<file path="config.mk">
export PLATFORM = sky130hd
export DESIGN_NAME = env_scheduler_flat
export DESIGN_NICKNAME = d
export VERILOG_FILES = /design/src/rtl/env_pkg.sv /design/src/rtl/env_scheduler_if.sv /design/src/rtl/env_step.sv /design/src/rtl/env_scheduler.sv /design/src/flat_wrapper.sv
export SDC_FILE = /design/constraint.sdc
export NUM_CORES = 1
export LEC_CHECK = 0
export CELL_PAD_IN_SITES_DETAIL_PLACEMENT = 0
export CELL_PAD_IN_SITES_GLOBAL_PLACEMENT = 1
export CORE_MARGIN = 8
export CORE_UTILIZATION = 40
export DETAILED_ROUTE_END_ITERATION = 8
export PLACE_DENSITY_LB_ADDON = 0.05
export SLEW_MARGIN = 20
export SYNTH_ARGS = -nofsm -noshare
export SYNTH_HDL_FRONTEND = slang
export SYNTH_SLANG_ARGS = --single-unit
</file>
<file path="constraint.sdc">
create_clock -name clk -period 10.3 [get_ports clk]
set_clock_uncertainty 0.05 [all_clocks]
set_input_delay 2.575 -clock clk [delete_from_list [all_inputs] [get_ports clk]]
set_output_delay 2.575 -clock clk [all_outputs]
set_load 0.02 [all_outputs]
</file>
<file path="src/rtl/env_pkg.sv">
// Shared types, rate table and step-period helper for the envelope scheduler.
package env_pkg;

  typedef enum logic [2:0] {
    EnvIdle,
    EnvAttack,
    EnvDecay,
    EnvSustain,
    EnvRelease
  } env_state_t;

  typedef enum logic {
    SchedWait,
    SchedService
  } sched_state_t;

  localparam int unsigned RATE_TABLE [16] = '{
    2000, 8000, 16000, 24000, 38000, 56000, 68000, 80000,
    100000, 250000, 500000, 800000, 1000000, 3000000, 5000000, 8000000
  };

  // Decay and release run three times slower than attack for the same nibble.
  function automatic int unsigned step_period(env_state_t st, logic [15:0] adsr,
                                              int unsigned shift);
    int unsigned base;
    int unsigned per;
    case (st)
      EnvAttack: base = RATE_TABLE[adsr[15:12]];
      EnvDecay:  base = 3 * RATE_TABLE[adsr[11:8]];
      default:   base = 3 * RATE_TABLE[adsr[3:0]];
    endcase
    per = base >> shift;
    if (per == 0) per = 1;
    return per;
  endfunction

endpackage

</file>
<file path="src/rtl/env_scheduler_if.sv">
// Control/status bundle between the envelope scheduler and its host.
interface env_scheduler_if #(
  parameter int unsigned NUM_VOICES = 3
);
  logic                      tick_en;
  logic [NUM_VOICES*8-1:0]   control_v;
  logic [NUM_VOICES*16-1:0]  adsr_v;
  logic [NUM_VOICES*8-1:0]   vol_out;
  logic                      busy;
  logic                      round_done;
  logic                      overrun;

  modport master (
    output tick_en, control_v, adsr_v,
    input  vol_out, busy, round_done, overrun
  );

  modport slave (
    input  tick_en, control_v, adsr_v,
    output vol_out, busy, round_done, overrun
  );
endinterface

</file>
<file path="src/rtl/env_step.sv">
// Combinational next-state for one voice: TEST, then gate edges, then rate stepping.
module env_step
  import env_pkg::*;
#(
  parameter int unsigned CNT_W        = 25,
  parameter int unsigned PERIOD_SHIFT = 0
) (
  input  env_state_t       st,
  input  logic [CNT_W-1:0] cnt,
  input  logic [7:0]       lvl,
  input  logic             prev_gate,
  input  logic             gate,
  input  logic             test,
  input  logic [15:0]      adsr,
  output env_state_t       st_next,
  output logic [CNT_W-1:0] cnt_next,
  output logic [7:0]       lvl_next
);

  int unsigned period;
  logic [32:0] cnt_inc;
  logic        step_due;
  logic [7:0]  sustain;

  assign period   = step_period(st, adsr, PERIOD_SHIFT);
  assign cnt_inc  = 33'(cnt) + 33'd1;
  assign step_due = cnt_inc >= {1'b0, period};
  assign sustain  = {adsr[7:4], adsr[7:4]};

  always_comb begin
    st_next  = st;
    cnt_next = cnt;
    lvl_next = lvl;
    if (test) begin
      st_next  = EnvIdle;
      cnt_next = '0;
      lvl_next = '0;
    end else if (gate && !prev_gate) begin
      st_next  = EnvAttack;
      cnt_next = '0;
    end else if (!gate && prev_gate) begin
      st_next  = EnvRelease;
      cnt_next = '0;
    end else begin
      case (st)
        EnvIdle: lvl_next = '0;
        EnvAttack: begin
          if (lvl == 8'hff) begin
            st_next  = EnvDecay;
            cnt_next = '0;
          end else if (step_due) begin
            cnt_next = '0;
            lvl_next = lvl + 8'd1;
          end else begin
            cnt_next = cnt + CNT_W'(1);
          end
        end
        EnvDecay: begin
          if (lvl <= sustain) begin
            st_next = EnvSustain;
          end else if (step_due) begin
            cnt_next = '0;
            lvl_next = lvl - 8'd1;
          end else begin
            cnt_next = cnt + CNT_W'(1);
          end
        end
        EnvSustain: ;
        EnvRelease: begin
          if (lvl == 8'h00) begin
            st_next = EnvIdle;
          end else if (step_due) begin
            cnt_next = '0;
            lvl_next = lvl - 8'd1;
          end else begin
            cnt_next = cnt + CNT_W'(1);
          end
        end
        default: begin
          st_next  = EnvIdle;
          cnt_next = '0;
          lvl_next = '0;
        end
      endcase
    end
  end

endmodule

</file>
<file path="src/rtl/env_scheduler.sv">
// Round-robin envelope scheduler: one tick services every voice, one voice per cycle,
// through a single shared step datapath.
module env_scheduler
  import env_pkg::*;
#(
  parameter int unsigned NUM_VOICES   = 3,
  parameter int unsigned CNT_W        = 25,
  parameter int unsigned PERIOD_SHIFT = 0
) (
  input logic            clk,
  input logic            rst,
  env_scheduler_if.slave bus
);

  localparam int unsigned SLOT_W = (NUM_VOICES > 1) ? $clog2(NUM_VOICES) : 1;

  sched_state_t      sched_q, sched_d;
  logic [SLOT_W-1:0] slot_q, slot_d;
  logic              pending_q, pending_d;
  logic              done_q, done_d;
  logic              overrun_q, overrun_d;
  logic              wr_en;
  logic              last_slot;

  env_state_t       st_q   [NUM_VOICES];
  logic [CNT_W-1:0] cnt_q  [NUM_VOICES];
  logic [7:0]       lvl_q  [NUM_VOICES];
  logic             gate_q [NUM_VOICES];

  logic [7:0]       cur_ctrl;
  logic [15:0]      cur_adsr;
  env_state_t       nxt_st;
  logic [CNT_W-1:0] nxt_cnt;
  logic [7:0]       nxt_lvl;
  logic             unused_ctrl_bits;

  assign cur_ctrl         = bus.control_v[slot_q*8 +: 8];
  assign cur_adsr         = bus.adsr_v[slot_q*16 +: 16];
  assign unused_ctrl_bits = ^{cur_ctrl[7:4], cur_ctrl[2:1]};
  assign last_slot        = (slot_q == SLOT_W'(NUM_VOICES - 1));

  env_step #(
    .CNT_W       (CNT_W),
    .PERIOD_SHIFT(PERIOD_SHIFT)
  ) u_step (
    .st       (st_q[slot_q]),
    .cnt      (cnt_q[slot_q]),
    .lvl      (lvl_q[slot_q]),
    .prev_gate(gate_q[slot_q]),
    .gate     (cur_ctrl[0]),
    .test     (cur_ctrl[3]),
    .adsr     (cur_adsr),
    .st_next  (nxt_st),
    .cnt_next (nxt_cnt),
    .lvl_next (nxt_lvl)
  );

  always_comb begin
    sched_d   = sched_q;
    slot_d    = slot_q;
    pending_d = pending_q;
    done_d    = 1'b0;
    overrun_d = 1'b0;
    wr_en     = 1'b0;
    case (sched_q)
      SchedWait: begin
        if (bus.tick_en) begin
          sched_d = SchedService;
          slot_d  = '0;
        end
      end
      SchedService: begin
        wr_en = 1'b1;
        if (last_slot) begin
          // A tick on the final slot fills the pending slot and is consumed at once;
          // if pending was already full it is the one dropped.
          done_d    = 1'b1;
          slot_d    = '0;
          pending_d = 1'b0;
          overrun_d = bus.tick_en && pending_q;
          if (!(pending_q || bus.tick_en)) sched_d = SchedWait;
        end else begin
          slot_d = slot_q + SLOT_W'(1);
          if (bus.tick_en) begin
            if (pending_q) overrun_d = 1'b1;
            else           pending_d = 1'b1;
          end
        end
      end
      default: sched_d = SchedWait;
    endcase
  end

  always_ff @(posedge clk or negedge rst) begin
    if (!rst) begin
      sched_q   <= SchedWait;
      slot_q    <= '0;
      pending_q <= 1'b0;
      done_q    <= 1'b0;
      overrun_q <= 1'b0;
    end else begin
      sched_q   <= sched_d;
      slot_q    <= slot_d;
      pending_q <= pending_d;
      done_q    <= done_d;
      overrun_q <= overrun_d;
    end
  end

  always_ff @(posedge clk or negedge rst) begin
    if (!rst) begin
      for (int k = 0; k < NUM_VOICES; k++) begin
        st_q[k]   <= EnvIdle;
        cnt_q[k]  <= '0;
        lvl_q[k]  <= '0;
        gate_q[k] <= 1'b0;
      end
    end else if (wr_en) begin
      st_q[slot_q]   <= nxt_st;
      cnt_q[slot_q]  <= nxt_cnt;
      lvl_q[slot_q]  <= nxt_lvl;
      gate_q[slot_q] <= cur_ctrl[0];
    end
  end

  for (genvar k = 0; k < NUM_VOICES; k++) begin : g_vol
    assign bus.vol_out[k*8 +: 8] = lvl_q[k];
  end

  assign bus.busy       = (sched_q == SchedService);
  assign bus.round_done = done_q;
  assign bus.overrun    = overrun_q;

endmodule
</file>
<file path="src/flat_wrapper.sv">
// flat-port wrapper written by rule: the top's interface ports become plain ports
module env_scheduler_flat import env_pkg::*;
#(
  parameter int unsigned NUM_VOICES   = 3,
  parameter int unsigned CNT_W        = 25,
  parameter int unsigned PERIOD_SHIFT = 0
)
  (clk, rst, bus_tick_en, bus_control_v, bus_adsr_v, bus_vol_out, bus_busy, bus_round_done, bus_overrun);
  env_scheduler_if #(.NUM_VOICES(NUM_VOICES)) bus_i ();
  input logic clk;
  input logic rst;
  input wire logic [$bits(bus_i.tick_en)-1:0] bus_tick_en;
  input wire logic [$bits(bus_i.control_v)-1:0] bus_control_v;
  input wire logic [$bits(bus_i.adsr_v)-1:0] bus_adsr_v;
  output wire logic [$bits(bus_i.vol_out)-1:0] bus_vol_out;
  output wire logic [$bits(bus_i.busy)-1:0] bus_busy;
  output wire logic [$bits(bus_i.round_done)-1:0] bus_round_done;
  output wire logic [$bits(bus_i.overrun)-1:0] bus_overrun;
  assign bus_i.tick_en = bus_tick_en;
  assign bus_i.control_v = bus_control_v;
  assign bus_i.adsr_v = bus_adsr_v;
  assign bus_vol_out = bus_i.vol_out;
  assign bus_busy = bus_i.busy;
  assign bus_round_done = bus_i.round_done;
  assign bus_overrun = bus_i.overrun;
  env_scheduler #(.NUM_VOICES(NUM_VOICES), .CNT_W(CNT_W), .PERIOD_SHIFT(PERIOD_SHIFT)) u_core (.clk(clk), .rst(rst), .bus(bus_i));
endmodule
</file>
==> results.yml, run 1 <==
run_status:
  status: "finished clean"
worst_setup_path:
  critPathTopFamily: "compound AO/OA/AOI/OAI gates"
  cp_data_arrival_time_ps: 9760
  worst-setup-path-type: "input port to register"
  end_kind: "register"
  slowest_delay_ps: 600
  path_buf_inv: 4
  cp_max_fo: 17
  worstSetupStartpointType: "input port"
  slowest_stage: "o41ai_1"
  crit_required_ps: 10530
timing:
  period_needed_ps: 9530
  tightest_slew_ps: 1030
  hold_violations: 0
  timing.fmax_ghz: 0.105
  finalWorstSetupSlack_ps: 766
  drv_slew: 0
  relSlewSlack_pct: 30.4
  setup_viol: 0
  rsz0062_at_grt: "no"
  setup_tns_ps: 0
  fin_crit_sh_pct: 92.6
clocking:
  ctsLongestPathBuffers: 2
  clk_pin_slew_ps: 60
  cts.repair.resized: 0
  h-tree-depth: 4
  clock_sinks: 117
  cts_buffers: 17
  cts_tree: "built"
  insertion_delay_ps: 420
  hold_buffers: 0
  clockRootBuffer: "clkbuf_16"
  postCtsSetupRepairBufs: 0
routing:
  drtAntennaViolNets: 0
  drtIter0Drc: 797
  route.detailed.drc: 0
  drt_wl_total_mm: 34.7
  wl_per_cell_um: 18.5
  drt_first_pass_iters: 5
  dr_total_vias: 10500
  via_per_inst: 5.59
synth:
  avgSynthCellArea_um2: 7.89
  async_flop_share_pct: 100
  synth_top_area_cell: "dfrtp_1"
  ys_seq_elements: 117
  ys.flop_type: "dfrtp_1"
  synth_area_mm2: 0.0112
  synth_edf_count: 0
  ys_top_cells_by_area: "dfrtp_1, ha_1, nand2_1, o21ai_0, mux2i_1"
  synthCells: 1420
  yosysMostFrequentCell: "nand2_1"
  synth_nets: 1591
  synth-seq-area-share_pct: 26.1
  synth_top_area_share_pct: 26.1
  synth_warnings: 0
  synthDistinctLibCells: 95
  synthTopCellsByCount: "nand2_1, o21ai_0, dfrtp_1, a21oi_1, ha_1"
cells_and_area:
  nFillCells: 2840
  seqCellArea_mm2: 0.00293
  layout.nets: 1662
  antenna_cells: 0
  multi_input_area_mm2: 0.00773
  drive_above_1_share_pct: 7.98
  syn2layout_area_growth_pct: 17.2
global_route:
  grt_pass1_vias: 10100
  grt_pass1_wl_mm: 55.7
  antenna_found_initial: 0
  grt_overflow: 0
  grt_max_degree: 74
  grt_use_total_pct: 20.4
die:
  fp.dieH_um: 183
  start_util_pct: 40.5
  die_w_um: 183
  core-area_mm2: 0.0277
  design.die.area_mm2: 0.0336
  rows: 61
  ios: 102
placement:
  routabilityCongestion: 0.871
  place_ws_ps: 317
  dp.final_hpwl_mm: 26.4
  portBuffers: 83
flow_run:
  max_cap_violations: 0
min_path:
  worstHoldPathType: "register to register"
-- through the flow --
stage          area (um2)  utilization, %  hold WS (ps)  std cells
2_1_floorplan       11200               -           393       1420
4_1_cts             13100            47.4           428       1882
3_3_place_gp        12500            45.1           405       1850
6_report            13100            47.4           426       1882
5_1_grt             13100            47.4           444       1882
3_5_place_dp        12500            45.1           411       1850
-- worst register-to-register path: cells and delay by family, from the launching register on --
family	cells	cell delay, ps
AO/OA/AOI/OAI	14	3620
AND/OR/NAND/NOR	9	1450
buffers and inverters	6	1260
adder cells (fa/ha/maj)	3	680
flip-flops	1	650
multiplexers	1	280
-- placed cells by master (no fill, tap or decap), drive strengths merged, types with 17 or more instances in the layout --
cell,n
ha,94
nand3,30
o21ai,201
xnor2,35
nor2,82
a21o,18
o2bb2ai,31
nor3,27
xor2,19
inv,59
mux2i,55
nand2,228
a21oi,104
clkbuf,17
a31oi,17
clkdlybuf4s50,82
dfrtp,117
buf,45
a211oi,18
-- path summary, 6_finish.rpt --
check / start / end / slack [ps] / cells past startpoint
min: u_core.cnt_q[50] / u_core.cnt_q[50] / 430 / 2
min in group asynchronous: rst / u_core.cnt_q[58] / 2090 / 1
max in group asynchronous: rst / u_core.st_q[8] / 6740 / 2
max reg2reg: u_core.slot_q[1] / u_core.bus.vol_out[11] / 2170 / 33
max: bus_adsr_v[41] / u_core.bus.vol_out[11] / 770 / 30
min reg2reg: u_core.cnt_q[50] / u_core.cnt_q[50] / 430 / 2
-- routing by layer --
layer	track usage, %	vias up	wire, um
li1	-	5359	-
met1	29.4	4901	17700
met2	31.3	231	15100
met3	3.02	37	1390
met4	4.98	0	550
met5	0	-	0
-- state kept, by name, indices dropped and copies added (netlist names) --
register	cells
u_core.cnt_q	75
u_core.st_q	9
u_core.gate_q	3
u_core.bus.round_done	1
u_core.bus.overrun	1
u_core.pending_q	1
u_core.bus.busy	1
u_core.slot_q	2
u_core.bus.vol_out	24
-- logic make-up (layout without fill, tap and decap cells) --
logic type | Yosys count | after routing | share of synthesized area (%)
compound gates | 504 | 504 | 29.0
simple gates | 458 | 458 | 18.6
buf+inv | 126 | 210 | 5.25
flops | 117 | 117 | 26.1
fa+ha+maj | 97 | 97 | 10.9
mux | 64 | 64 | 5.88
xor+xnor | 54 | 54 | 4.22
-- area by class of cell --
class / count / share of cell area (%)
Clock buffer: 17 / 3.24
Inverter: 51 / 1.46
Multi-Input combinational cell: 1177 / 58.9
Sequential cell: 117 / 22.3
Clock inverter: 15 / 1.57
Tap cell: 378 / 3.60
Timing Repair Buffer: 127 / 8.92
Power of run 1 is not shown: default switching activity piles up to over one toggle a cycle in this logic, so the estimate is an artifact.
==> inputs of run 2 (changes only) <==
--- a/config.mk
+++ b/config.mk
@@ -9,6 +9,8 @@
 export CELL_PAD_IN_SITES_GLOBAL_PLACEMENT = 1
 export CORE_MARGIN = 8
 export CORE_UTILIZATION = 40
+export CTS_BUF_LIST = sky130_fd_sc_hd__clkbuf_8
+export CTS_CLUSTER_DIAMETER = 120
 export DETAILED_ROUTE_END_ITERATION = 8
 export PLACE_DENSITY_LB_ADDON = 0.05
 export SLEW_MARGIN = 20
==> run 2 against run 1 <==
Die area unchanged. Setup slack worse by 100 ps. Routed wire length down 0.22%. Final area down 1.5%. Via count down 0.15%. Sequential cell count unchanged. Global-route usage about the same. Critical path type unchanged. Largest cell class unchanged.
==> results.yml, run 2 (same netlist as run 1, synthesis figures left out) <==
worst_setup_path:
  end_kind: "register"
  slowest_stage: "o41ai_1"
  cp_data_arrival_time_ps: 9890
  ff2ff_path_depth: 33
  crit_required_ps: 10550
  crit-reg2reg-launch: "u_core.slot_q[1]"
  reg2reg_slack_ps: 2180
  worstSetupStartpointType: "input port"
  slowest_delay_ps: 610
  worst-setup-path-type: "input port to register"
  cp_max_fo: 17
  r2r-end: "u_core.bus.vol_out[3]"
routing:
  drtAntennaViolNets: 0
  drt_first_pass_iters: 7
  route.detailed.drc: 0
  drtIter0Drc: 775
  drt_wl_total_mm: 34.7
  wl_per_cell_um: 18.4
  dr_total_vias: 10500
  via_per_inst: 5.59
cells_and_area:
  largest_register: "u_core.cnt_q"
  largest_reg_flops: 75
  drive_above_1_share_pct: 7.98
  syn2layout_area_growth_pct: 15.3
  layout.nets: 1662
  antenna_cells: 0
  final_common_cell: "nand2_1"
  nFillCells: 2867
  final_cell_mix: "nand2_1, o21ai_0, dfrtp_1, a21oi_1, ha_1"
min_path:
  worstHoldPathType: "register to register"
  min_delay_path_depth: 2
  hp-start: "u_core.st_q[7]"
  hold_path_end: "u_core.st_q[7]"
global_route:
  grt_use_total_pct: 20.3
  grt_pass1_wl_mm: 55.5
  grt_overflow: 0
  grt_max_degree: 74
  grt_pass1_vias: 10100
  antenna_found_initial: 0
clocking:
  ctsLongestPathBuffers: 2
  clk_pin_slew_ps: 80
  cts_buffers: 17
  clockRootBuffer: "clkbuf_8"
  postCtsSetupRepairBufs: 0
  clock_sinks: 117
  h-tree-depth: 4
  cts.repair.resized: 0
  hold_buffers: 0
  cts_tree: "built"
  insertion_delay_ps: 450
timing:
  drv_slew: 0
  fin_crit_sh_pct: 93.6
  timing.fmax_ghz: 0.104
  setup_viol: 0
  setup_tns_ps: 0
  period_needed_ps: 9640
  relSlewSlack_pct: 28.1
  tightest_slew_ps: 1070
  rsz0062_at_grt: "no"
  hold_slack_ps: 431
  hold_violations: 0
placement:
  routabilityCongestion: 0.871
  dp.final_hpwl_mm: 26.4
  portBuffers: 83
die:
  rows: 61
  fp.dieH_um: 183
  design.die.area_mm2: 0.0336
  ios: 102
  die_w_um: 183
  core-area_mm2: 0.0277
  start_util_pct: 40.5
flow_run:
  max_cap_violations: 0
run_status:
  status: "finished clean"
## run 2: cell count changes in the layout (fill, tap and decap cells not counted)
| cell | delta |
|---|---|
| clkbuf_8 | +17 |
| a2bb2oi_4 | -1 |
| clkbuf_16 | -17 |
| a2bb2oi_2 | +1 |
## run 2: worst max-delay path by stage
| stage | startpoint | end | slack [ps] | cells after the start |
|---|---|---|---|---|
| after global placement | bus_adsr_v[41] | u_core.bus.vol_out[3] | 200 | 30 |
| after CTS | bus_adsr_v[41] | u_core.bus.vol_out[3] | 760 | 30 |
| after global routing | bus_adsr_v[41] | u_core.cnt_q[9] | 50 | 30 |
| after detailed placement | bus_adsr_v[41] | u_core.cnt_q[39] | 320 | 30 |
| after floorplan | bus_adsr_v[40] | u_core.cnt_q[11] | 1580 | 32 |
| final | bus_adsr_v[41] | u_core.bus.vol_out[3] | 660 | 30 |
## run 2: layout make-up
type / instances / area [um2] / share of cell area [%]
Tap cell: 378 / 473 / 3.66
Timing Repair Buffer: 127 / 1170 / 9.06
Multi-Input combinational cell: 1177 / 7720 / 59.7
Inverter: 51 / 191 / 1.48
Clock buffer: 17 / 234 / 1.81
Sequential cell: 117 / 2930 / 22.7
Clock inverter: 15 / 206 / 1.60
## run 2: critical path, delay by kind of cell
family	cells	cell delay, ps
muxes	1	170
AOI/OAI and AO/OA	14	3980
buffers and inverters	4	990
adders and majority gates	3	770
and+or+nand+nor	8	1390
## run 2: layer usage
layer	vias to the layer above	share of wire, %	GRT usage, %
li1	5356	-	-
met1	4889	51	29.7
met2	235	44	31.1
met3	32	4.0	3.10
met4	0	1.5	4.36
met5	-	0	0
## run 2: through the flow
stage,setup WS [ps],instances,instance area [um2],util [%]
3_3_place_gp,201,1850,12500,45.1
4_1_cts,755,1882,12900,46.7
3_5_place_dp,317,1850,12500,45.1
6_report,664,1882,12900,46.7
2_1_floorplan,1580,1420,11200,-
5_1_grt,47.2,1882,12900,46.7
Power of run 2 is left out for the same reason.
==> inputs of run 3 (changes only) <==
==> constraint.sdc (replaced) <==
create_clock -name clk -period 8.6 [get_ports clk]
set_clock_uncertainty 0.05 [all_clocks]
set_input_delay 2.15 -clock clk [delete_from_list [all_inputs] [get_ports clk]]
set_output_delay 2.15 -clock clk [all_outputs]
set_load 0.02 [all_outputs]
==> run 3 against run 2 <==
Final area up 12%. Sequential share of layout area down 2.5 points. Critical path depth up 3. Count of clock-buffer cells in the layout unchanged. First-iteration DRC count down 3.6%. Routed wire length up 4.9%. Utilization up 5.7 points. Via count up 7.1%. Non-clock buffer count up 159. Cell count up 8.5%. Critical path type unchanged. Critical endpoint is now u_core.cnt_q[6].
==> results.yml, run 3 (same netlist as run 1, synthesis figures left out) <==
run_status:
  status: "finished clean"
cells_and_area:
  syn2layout_area_growth_pct: 29.5
  drive_above_1_share_pct: 20.8
  layout.nets: 1822
  largest_reg_flops: 75
  largest_register: "u_core.cnt_q"
  antenna_cells: 0
  final_common_cell: "nand2_1"
  final_cells: 2042
  nFillCells: 2689
  final_cell_mix: "nand2_1, buf_4, dfrtp_1, o21ai_0, ha_1"
global_route:
  grt_use_total_pct: 21.0
  met2_usage_pct: 33.0
  grt.busiest_layer: "met2"
  grt_pass1_vias: 10700
  grt_pass1_wl_mm: 57.5
  grt_overflow: 0
  grt_max_degree: 72
  met3_usage_pct: 3.34
  antenna_found_initial: 0
  grtUsageMet1_pct: 29.7
timing:
  timing.fmax_ghz: 0.120
  fin_crit_sh_pct: 97.1
  setup_viol: 0
  tightest_slew_ps: 1110
  relSlewSlack_pct: 25.1
  period_needed_ps: 8350
  hold_violations: 0
  finalWorstSetupSlack_ps: 251
  drv_slew: 0
worst_setup_path:
  crit_start: "bus_adsr_v[40]"
  crit_required_ps: 8920
  path_common_cell: "buf_4"
  slowest_stage: "clkdlybuf4s50_1"
  slowest_delay_ps: 450
  cp_data_arrival_time_ps: 8670
  reg2reg_slack_ps: 1270
  crit-reg2reg-launch: "u_core.slot_q[1]"
  end_kind: "register"
  cp_max_fo: 6
  worst-setup-path-type: "input port to register"
  worstSetupStartpointType: "input port"
placement:
  portBuffers: 83
  place_ws_ps: -796
  dp.final_hpwl_mm: 27.5
  routabilityCongestion: 0.911
  dp.cells: 2005
clocking:
  insertion_delay_ps: 450
  clockRootBuffer: "clkbuf_8"
  clock_sinks: 117
  cts_tree: "built"
  clk_pin_slew_ps: 100
  h-tree-depth: 4
  cts_buffers: 17
  ctsLongestPathBuffers: 2
routing:
  drtAntennaViolNets: 0
  drt_first_pass_iters: 5
  drtIter0Drc: 747
  drt_wl_total_mm: 36.3
  route.detailed.drc: 0
  wl_per_cell_um: 17.8
  via_per_inst: 5.51
  dr_total_vias: 11300
die:
  rows: 61
  design.die.area_mm2: 0.0336
  die_w_um: 183
  ios: 102
  start_util_pct: 40.5
  fp.dieH_um: 183
  core-area_mm2: 0.0277
min_path:
  worstHoldPathType: "register to register"
  hp-start: "u_core.cnt_q[10]"
flow_run:
  max_cap_violations: 0
[run 3: metrics by stage]
step	hold WS, ps	util [%]	area (um2)	setup TNS (ps)
after global routing	444	52.4	14500	-3200
final	432	52.4	14500	0
after detailed placement	413	49.3	13700	-56730
after global placement	405	49.3	13700	-51460
after CTS	430	50.9	14100	0
after floorplan	393	-	11200	0
[run 3: final timing paths]
path	end	cells past startpoint
worst max-delay path	u_core.cnt_q[6]	33
worst min-delay path	u_core.cnt_q[10]	2
worst max register to register	u_core.cnt_q[6]	31
worst min register to register	u_core.cnt_q[10]	2
max in group asynchronous	u_core.slot_q[1]	2
min in group asynchronous	u_core.cnt_q[59]	1
[run 3: per-layer routing]
metal  up-vias  share of wire [%]  routed length [um]
li1       5673                  -                   -
met1      5311                 49               17900
met2       236                 45               16200
met3        41                4.3                1570
met4         0                1.9                 677
met5         -                  0                   0
[run 3: worst max-delay path: cells and delay by family]
family | cells | cell delay [ps]
xor gates and xnor gates | 1 | 120
buffers and inverters | 6 | 1180
adders and majority gates | 4 | 1020
AOI/OAI and AO/OA | 13 | 2680
muxes | 2 | 180
and+or+nand+nor | 7 | 1320
[run 3: cell type report]
| type | instances | area (um2) | share of cell area (%) |
|---|---|---|---|
| repair buffers | 286 | 2440 | 16.8 |
| multi-input cells | 1178 | 8060 | 55.5 |
| clock inverters | 15 | 183 | 1.26 |
| well taps | 378 | 473 | 3.26 |
| clock buffers | 17 | 234 | 1.61 |
| inverters | 51 | 191 | 1.32 |
| flip-flops and latches | 117 | 2930 | 20.2 |
[run 3: repair_timing]
item / 4_1_cts / 5_1_grt
hold buffers: 0 / 0
setup buffers: 0 / 2
pin swaps: 2 / 30
gates cloned: 0 / 3
endpoints found under the setup margin: 87 / 99
resized for setup: 7 / 112
Power of run 3 is left out for the same reason.
==> variant (settings of run 1) <==
Remove the case item `EnvRelease` of the case on `st`.
--- a/src/rtl/env_step.sv
+++ b/src/rtl/env_step.sv
@@ -68,12 +68,2 @@
         EnvSustain: ;
-        EnvRelease: begin
-          if (lvl == 8'h00) begin
-            st_next = EnvIdle;
-          end else if (step_due) begin
-            cnt_next = '0;
-            lvl_next = lvl - 8'd1;
-          end else begin
-            cnt_next = cnt + CNT_W'(1);
-          end
-        end
         default: begin
Formal check against the unedited RTL: same outputs for any inputs over 4 cycles, from zero or initial values and one cycle with rst low; that may be too few to reach the edited logic, so the function may still have changed.
==> variant against run 1 <==
Die area grew 1.8%. Wire length grew 7.2%. Synthesized area grew 2.0%. Sequential cell count is the same. Worst setup slack lost 130 ps. Synthesized cell count shrank 1.7%. Highest routed layer unchanged. Hold slack lost 3.5 ps. Final area grew 3.1%. Critical path depth grew 3. Global-route usage grew 1.6 points.
==> variant: results (changes against run 1) <==
- The share of post-route cells with drive strength above 1 is 0.109 (was 0.0798).
- The via density per instance is 5.79 (was 5.59).
- The worst-case register-to-register setup slack came to 1940 ps (was 2170 ps).
- The capture point of the worst path is u_core.bus.vol_out[20]$_DFFE_PN0P_ (was u_core.bus.vol_out[11]$_DFFE_PN0P_).
- The sum of routed wire segments on met1 is 17.9 mm (was 17.7 mm).
- The sequential-to-total area share from yosys stat is 0.256 (was 0.261).
- The net total in the final layout is 1,668 (was 1,662).
- The met2 wire length was 17.0 mm (was 15.1 mm).
- The maximum cell stage delay along the critical path was 400 ps (was 600 ps).
- The post-synthesis compound-gate area fraction is 0.294 (was 0.290).
- Top cells by instance count after synthesis: sky130_fd_sc_hd__nand2_1 (195), sky130_fd_sc_hd__o21ai_0 (121), sky130_fd_sc_hd__dfrtp_1 (117) (was sky130_fd_sc_hd__nand2_1 (228), sky130_fd_sc_hd__o21ai_0 (147), sky130_fd_sc_hd__dfrtp_1 (117)).
- The setup slack after placement was 302 ps (was 317 ps).
- The total cell area at the placement stage is 12,900 um^2 (was 12,500 um^2).
- The minimum hold slack was 423 ps (was 426 ps).
- The total of fill cells in the finished design was 2,845 (was 2,840).
- The critical-path cell with the highest stage delay is sky130_fd_sc_hd__clkdlybuf4s50_1 (was sky130_fd_sc_hd__o41ai_1).
- The synthesized net count is 1,566 (was 1,591).
- The half-perimeter wire length after detailed placement is 28.2 mm (was 26.4 mm).
- The source of the worst hold timing path is u_core.cnt_q[54]$_DFFE_PN0P_ (was u_core.cnt_q[50]$_DFFE_PN0P_).
- The flip-flop and latch area is 2940 um^2 (was 2930 um^2).
- Outcome: finished clean (unchanged).
- The largest fanout on the critical path is 11 (was 17).
- The met2 usage in global routing is 0.353 (was 0.313).
- The number of DRC violations after detailed-routing iteration 0 is 838 (was 797).
- The global routing met3 resource utilization came to 0.0424 (was 0.0302).
- The worst-case reg-to-reg path depth came to 32 (was 33).
- The number of global-route vias before repair is 10,800 (was 10,100).
- The critical path arrival is 9890 ps (was 9760 ps).
- The adder and majority cell fraction of the synthesized area is 0.105 (was 0.109).
- The last weighted congestion value of the routability-driven placer is 0.869 (was 0.871).
- The number of instances in the synthesized netlist is 1,396 (was 1,420).
- The global-route wire length before repair is 59.7 mm (was 55.7 mm).
- The transition time at the pin with the least slew margin is 1120 ps (was 1030 ps).
- The highest attainable clock frequency is 104 MHz (was 105 MHz).
- The number of standard cells in the final layout excluding fillers is 1,895 (was 1,882).
- The pin count of the biggest net entering global routing is 67 (was 74).
- The post-synthesis mux area share came to 0.0673 (was 0.0588).
- The instance count along the most critical hold path is 2 (unchanged).
- The number of distinct standard cells referenced by the synthesized netlist was 98 (was 95).
- Top cells by area, synth: sky130_fd_sc_hd__dfrtp_1 (26%), sky130_fd_sc_hd__ha_1 (10%), sky130_fd_sc_hd__nand2_1 (6.4%) (was sky130_fd_sc_hd__dfrtp_1 (26%), sky130_fd_sc_hd__ha_1 (10%), sky130_fd_sc_hd__nand2_1 (7.6%)).
==> variant: cell families (layout without fill, tap and decap cells) <==
group,Yosys count,count (layout)
mux,75,75
simple gates,462,462
buf+inv,116,231
flops,117,117
fa+ha+maj,95,95
xor+xnor,53,53
compound gates,478,478
==> variant: what timing repair did <==
action,CTS,global route
buffers inserted,0,0
gates resized for setup,0,1
setup endpoints to repair,0,10
hold buffers,0,0
==> variant: layout make-up <==
class / count / area share
well taps: 384 / 0.0355
inverters: 45 / 0.0125
clock buffers: 24 / 0.0356
repair buffers: 154 / 0.101
clock inverters: 8 / 0.00906
multi-input cells: 1163 / 0.589
flip-flops and latches: 117 / 0.217
==> variant: power breakdown <==
part           total [mW]  switching (mW)  leakage (nW)  internal (mW)
registers           0.551          0.0528          1.61          0.498
logic                4.31            2.65          3.85           1.66
clock network       0.616           0.218         0.286          0.399
total                5.48            2.92          5.75           2.56
